[src/rtl/parking_counter_if.sv]
// Purpose : bundles the pulse inputs and occupancy outputs of parking_counter.
// Latency : n/a (wiring only).
// Backpressure: none; the counter always accepts the entry/exit pulses.
//
// Port summary:
//   E, S, clr        - entry pulse, exit pulse, synchronous clear (master -> slave)
//   count, free      - cars inside / free spaces, binary, CW bits (slave -> master)
//   bcd_tens/units   - decimal digits of count (slave -> master)
//   full, empty      - decoded from the registered count (slave -> master)
//   upd              - one-cycle strobe after count changed (slave -> master)
//   err_over/under   - sticky overflow / underflow flags (slave -> master)
interface parking_counter_if #(
    parameter int CW = 7
) ();
    logic          E;
    logic          S;
    logic          clr;
    logic [CW-1:0] count;
    logic [CW-1:0] free;
    logic [3:0]    bcd_tens;
    logic [3:0]    bcd_units;
    logic          full;
    logic          empty;
    logic          upd;
    logic          err_over;
    logic          err_under;

    // Upstream side: direction FSM plus control, consumes the occupancy view.
    modport master (
        output E, S, clr,
        input  count, free, bcd_tens, bcd_units, full, empty, upd, err_over, err_under
    );

    // Counter side.
    modport slave (
        input  E, S, clr,
        output count, free, bcd_tens, bcd_units, full, empty, upd, err_over, err_under
    );
endinterface

[src/rtl/parking_counter.sv]
// Purpose : parking-lot occupancy counter with BCD digits, full/empty/free and sticky errors.
// Latency : edge sampled at clock n is reflected on all outputs from cycle n+1; upd high in n+1 only.
// Backpressure: none; saturated events are dropped and flagged, simultaneous events cancel.
//
// Ports:
//   clk  - rising-edge clock
//   rst  - asynchronous reset, active low
//   bus  - parking_counter_if.slave (E, S, clr in; count, free, BCD, flags, upd, errors out)
module parking_counter #(
    parameter int CAPACITY = 20,
    parameter int CW       = 7
) (
    input  logic               clk,
    input  logic               rst,
    parking_counter_if.slave   bus
);

    localparam logic [CW-1:0] CAP = CW'(CAPACITY);

    // Previous samples of the pulse inputs for rising-edge detection.
    logic e_d;
    logic s_d;

    // Architectural state.
    logic [CW-1:0] count_q;
    logic [3:0]    tens_q;
    logic [3:0]    units_q;
    logic          upd_q;
    logic          err_over_q;
    logic          err_under_q;

    // Decoded per-cycle actions.
    logic e_ev;
    logic s_ev;
    logic do_inc;
    logic do_dec;
    logic set_over;
    logic set_under;

    // A level held high counts once: only the low-to-high transition is an event.
    assign e_ev = bus.E & ~e_d;
    assign s_ev = bus.S & ~s_d;

    // Priority: clr, then cancelling simultaneous events, then a single event.
    // Saturation is judged against the registered count, so no event can
    // push count past CAPACITY or below zero.
    always_comb begin
        do_inc    = 1'b0;
        do_dec    = 1'b0;
        set_over  = 1'b0;
        set_under = 1'b0;
        if (!bus.clr && (e_ev ^ s_ev)) begin
            if (e_ev) begin
                if (count_q < CAP) begin
                    do_inc = 1'b1;
                end else begin
                    set_over = 1'b1;
                end
            end else begin
                if (count_q != '0) begin
                    do_dec = 1'b1;
                end else begin
                    set_under = 1'b1;
                end
            end
        end
    end

    always_ff @(posedge clk or negedge rst) begin
        if (!rst) begin
            e_d         <= 1'b0;
            s_d         <= 1'b0;
            count_q     <= '0;
            tens_q      <= 4'd0;
            units_q     <= 4'd0;
            upd_q       <= 1'b0;
            err_over_q  <= 1'b0;
            err_under_q <= 1'b0;
        end else begin
            // Edge history always tracks the inputs, including during clr,
            // so a level that straddles clr is not counted afterwards.
            e_d   <= bus.E;
            s_d   <= bus.S;
            upd_q <= do_inc | do_dec;

            if (bus.clr) begin
                count_q     <= '0;
                tens_q      <= 4'd0;
                units_q     <= 4'd0;
                err_over_q  <= 1'b0;
                err_under_q <= 1'b0;
            end else begin
                if (do_inc) begin
                    count_q <= count_q + 1'b1;
                    // Units wrap 9->0 and carry into tens.
                    if (units_q == 4'd9) begin
                        units_q <= 4'd0;
                        tens_q  <= tens_q + 4'd1;
                    end else begin
                        units_q <= units_q + 4'd1;
                    end
                end

                if (do_dec) begin
                    count_q <= count_q - 1'b1;
                    // Units wrap 0->9 and borrow from tens.
                    if (units_q == 4'd0) begin
                        units_q <= 4'd9;
                        tens_q  <= tens_q - 4'd1;
                    end else begin
                        units_q <= units_q - 4'd1;
                    end
                end

                if (set_over) begin
                    err_over_q <= 1'b1;
                end
                if (set_under) begin
                    err_under_q <= 1'b1;
                end
            end
        end
    end

    // Flags and free space come from the registered count only, so nothing
    // on the input side has a combinational path to an output.
    assign bus.count     = count_q;
    assign bus.free      = CAP - count_q;
    assign bus.full      = (count_q == CAP);
    assign bus.empty     = (count_q == '0);
    assign bus.bcd_tens  = tens_q;
    assign bus.bcd_units = units_q;
    assign bus.upd       = upd_q;
    assign bus.err_over  = err_over_q;
    assign bus.err_under = err_under_q;

endmodule

[src/flat_wrapper.sv]
// flat-port wrapper written by rule: the top's interface ports become plain ports
module parking_counter_flat 
#(
    parameter int CAPACITY = 20,
    parameter int CW       = 7
)
  (clk, rst, bus_E, bus_S, bus_clr, bus_count, bus_free, bus_bcd_tens, bus_bcd_units, bus_full, bus_empty, bus_upd, bus_err_over, bus_err_under);
  parking_counter_if #(.CW(CW)) bus_i ();
  input  logic clk;
  input  logic rst;
  input wire logic [$bits(bus_i.E)-1:0] bus_E;
  input wire logic [$bits(bus_i.S)-1:0] bus_S;
  input wire logic [$bits(bus_i.clr)-1:0] bus_clr;
  output wire logic [$bits(bus_i.count)-1:0] bus_count;
  output wire logic [$bits(bus_i.free)-1:0] bus_free;
  output wire logic [$bits(bus_i.bcd_tens)-1:0] bus_bcd_tens;
  output wire logic [$bits(bus_i.bcd_units)-1:0] bus_bcd_units;
  output wire logic [$bits(bus_i.full)-1:0] bus_full;
  output wire logic [$bits(bus_i.empty)-1:0] bus_empty;
  output wire logic [$bits(bus_i.upd)-1:0] bus_upd;
  output wire logic [$bits(bus_i.err_over)-1:0] bus_err_over;
  output wire logic [$bits(bus_i.err_under)-1:0] bus_err_under;
  assign bus_i.E = bus_E;
  assign bus_i.S = bus_S;
  assign bus_i.clr = bus_clr;
  assign bus_count = bus_i.count;
  assign bus_free = bus_i.free;
  assign bus_bcd_tens = bus_i.bcd_tens;
  assign bus_bcd_units = bus_i.bcd_units;
  assign bus_full = bus_i.full;
  assign bus_empty = bus_i.empty;
  assign bus_upd = bus_i.upd;
  assign bus_err_over = bus_i.err_over;
  assign bus_err_under = bus_i.err_under;
  parking_counter #(.CAPACITY(CAPACITY), .CW(CW)) u_core (.clk(clk), .rst(rst), .bus(bus_i));
endmodule
[config.mk]
export PLATFORM = sky130hd
export DESIGN_NAME = parking_counter_flat
export DESIGN_NICKNAME = d
export VERILOG_FILES = /design/src/rtl/parking_counter_if.sv /design/src/rtl/parking_counter.sv /design/src/flat_wrapper.sv
export SDC_FILE = /design/constraint.sdc
export NUM_CORES = 1
export LEC_CHECK = 0
export CAP_MARGIN = 15
export CORE_UTILIZATION = 40
export DETAILED_ROUTE_END_ITERATION = 6
export MAX_ROUTING_LAYER = met4
export PLACE_DENSITY = 0.69
export SYNTH_ARGS = -nofsm -noshare
export SYNTH_HDL_FRONTEND = slang
export SYNTH_SLANG_ARGS = --single-unit
export TNS_END_PERCENT = 50
[constraint.sdc]
create_clock -name clk -period 7.4 [get_ports clk]
set_input_delay 1.11 -clock clk [delete_from_list [all_inputs] [get_ports clk]]
set_output_delay 1.11 -clock clk [all_outputs]
set_load 0.005 [all_outputs]
==> summary.txt <==
Drt
  • Via count: approximately 1,400
  • Drt pass-1 iters: 4
  • ANT nets after route: 0
  • Residual DRC count: 0
  • DR vias/cell: about 5.6
  • Routed WL: 3630 um
  • DRT iter0 DRCs: 86
  • Routed len/inst: 15.1 um

Setup path
  • Buffers & Inverters on Critical Path: 1
  • CP endpoint kind: flop
  • Crit path launch type: primary input
  • Worst-path fanout max: 13
  • Worst Path Arrival: 4.07 ns
  • Cell repeated most along the worst path: nor2b_1
  • Worst path cell trace: clkdlybuf4s50_1 > nor2b_1 > o311ai_4 > nor2_4 > ha_1 > nor2b_1 > o31ai_1 > a21oi_1 > or4_2 > nand3_1
  • CP top delay family: simple AND/OR/NAND/NOR gates
  • Worst setup path class: primary input to flop
  • Crit path required time: roughly 7.6 ns
  • CP max stage cell: or4_2
  • CP peak stage delay: 0.55 ns

STA
  • Final period util: 52.3%
  • Hold Fails Final Rpt: 0
  • Slew @ Worst Pin: 0.961 ns
  • Setup tns final: 0 ns
  • Pins Over Slew Limit: 0
  • Fin crit period: between 3 and 4 ns
  • Max-slew headroom: between 30% and 40%
  • RSZ-0062 raised after global routing: no
  • Clk_skew: 0.00442 ns
  • Final setup violation count: 0
  • Fmax achieved: between 0.2 and 0.3 GHz

Finish
  • Synth-to-layout area growth: 26.6%
  • Fillers: roughly 300
  • Ant. Diodes: 0
  • Share of cells above drive strength 1: under 10%
  • Fin nets: 215
  • Multi-input logic area: approximately 910 um2
  • Reg area: 500 um2

Die
  • Die Ht: around 63 um
  • # rows: 21
  • Initial Utilization: a little over two fifths
  • Die area: between 4000 and 5000 um2
  • Die Span X: about 63 um
  • Total core area: ~3500 um2
  • Num ports: 32

Logic synthesis
  • Top post-synthesis cells by area: dfrtp_1, ha_1, nor2_1, nor3_1, inv_1
  • Yosys synthesis warning count: 0
  • Syn Nets: ~190
  • Area leader, netlist: dfrtp_1
  • Top cells by count, synth: dfrtp_1, nor2_1, ha_1, inv_1, nor3_1
  • Most common cell in the netlist: dfrtp_1
  • Distinct cells, synth: between 40 and 50
  • Syn Std Cell Area: 1500 um2
  • Ys async rst share: 100%
  • Yosys reg bits: 20
  • Post-synth EDFFs: 0
  • Top cell type's share of synthesized area: roughly 33%
  • Sequential share of the synthesized area: between 30% and 40%
  • Syn Area/Cell: between 8 and 9 um2
  • Synth Flop Type: dfrtp_1
  • Mapped Cells: between 150 and 200

Pwr
  • Maximum VDD drop: about 0.084 mV
  • Pwr Total: ~360 uW
  • PwrDens: approximately 190 nW/um2
  • Lkg Pwr: 0.000794 uW

Global route
  • Tot GR Track Use: 19.9%
  • First-pass GRT wire length: a little over 6000 um
  • Largest net degree at the start of global routing: 21
  • Number of global-route vias before repair: 1,324
  • Gr ovfl total: 0
  • Initial antenna violation count: 0

Clock network
  • CTS Buffer Depth: 2
  • Clk slew on worst S/H paths: approximately 0.080 ns
  • CTS Hold Buffers Added: 0
  • Total CTS buffers: 3
  • TritonCTS clock tree: done
  • Clock latency on the worst-skew pair: approximately 0.26 ns
  • Clock sink total: 20
  • CTS resizes: 0
  • Root Driver: clkbuf_8
  • H-tree depth: 1
  • Setup Fix Bufs, Post-CTS: 0

Worst hold path
  • HP Class: flop to flop

Outcome
  • Outcome: completed

Place
  • DPL Wire Length: 2650 um
  • Final GP Congestion: ~0.96
  • Input/output buffers: 31

Flow run
  • Max_cap viols: 0
## state kept, by name (all words and copies together), names as in the netlist
name and cells:
u_core.bus.bcd_tens 4, u_core.s_d 1, u_core.bus.bcd_units 4, u_core.e_d 1, u_core.bus.err_under 1, u_core.bus.upd 1, u_core.bus.count 7, u_core.bus.err_over 1
## area by class of cell
cell class / instances / area share (%)
clock buffers: 3 / 2.17
clock inverters: 1 / 1.58
inverters: 14 / 2.76
multi-input cells: 126 / 47.8
flip-flops and latches: 20 / 26.3
well taps: 46 / 3.03
repair buffers: 31 / 16.3
## power breakdown
part / total, uW / leakage (uW) / internal, uW / switching [uW]
combinational: 113 / 0.000488 / 58.7 / 54.0
clock: 112 / 0.0000357 / 72.2 / 39.7
sequential: 131 / 0.000270 / 118 / 13.7
total: 356 / 0.000794 / 249 / 107
## metal layers
| metal | part of all wire, % | up-vias | wire length (um) | track usage [%] |
|---|---|---|---|---|
| met4 | 0.96 | 0 | 35 | 6.53 |
| met2 | 48 | 39 | 1740 | 32.5 |
| met5 | 0 | - | 0 | - |
| met3 | 4.2 | 4 | 154 | 3.08 |
| met1 | 47 | 646 | 1700 | 25.1 |
| li1 | - | 661 | - | - |
## stage by stage
stage / instances / util, % / hold slack [ns] / setup WS [ns] / cell area, um2
floorplan: 167 / - / 0.478 / 4.07 / 1500
global placement: 237 / 52.7 / 0.479 / 3.44 / 1830
global route: 241 / 54.8 / 0.514 / 3.28 / 1900
CTS: 241 / 54.8 / 0.508 / 3.56 / 1900
detailed placement: 237 / 52.7 / 0.488 / 3.27 / 1830
finish: 241 / 54.8 / 0.506 / 3.53 / 1900
## cells in the final DEF, fill, tap and decap left out, types with 2 or more instances in the layout
master and count:
o21ai_0 5, nand2b_1 3, clkbuf_8 3, o31ai_1 3, o2111ai_1 2, clkdlybuf4s50_1 31
nor2_1 15, dfrtp_1 20, nor4_1 2, nand2_1 8, nor2_4 3, a21oi_1 9
nor2b_1 4, nand3_1 5, o2bb2ai_1 3, ha_1 13, a31oi_1 3, nor3_1 11
a21boi_0 2, or3_1 4, xor2_1 2, mux2_2 2, inv_1 13, o21a_1 4
xnor2_1 4
## worst paths after layout
path	from	endpoint	slack, ns	cells after the start
hold / removal	u_core.bus.err_over	u_core.bus.err_over	0.51	1
hold reg to reg	u_core.bus.err_over	u_core.bus.err_over	0.51	1
max in group asynchronous	rst	u_core.bus.bcd_tens[3]	5.44	1
setup / recovery	bus_S	u_core.bus.count[6]	3.53	10
setup reg to reg	u_core.bus.count[0]	u_core.bus.count[6]	3.74	11
min in group asynchronous	rst	u_core.bus.err_over	1.38	1
## cell families (layout without fill, tap and decap cells)
kind of cell	Yosys count	in the layout	share of synthesized area (%)
compound gates	43	43	21.3
flops	20	20	33.3
mux	2	2	1.50
xor+xnor	6	6	3.50
simple gates	61	61	22.0
buf+inv	21	49	6.17
fa+ha+maj	14	14	12.2
No activity file was read; power rests on OpenSTA's default activity.
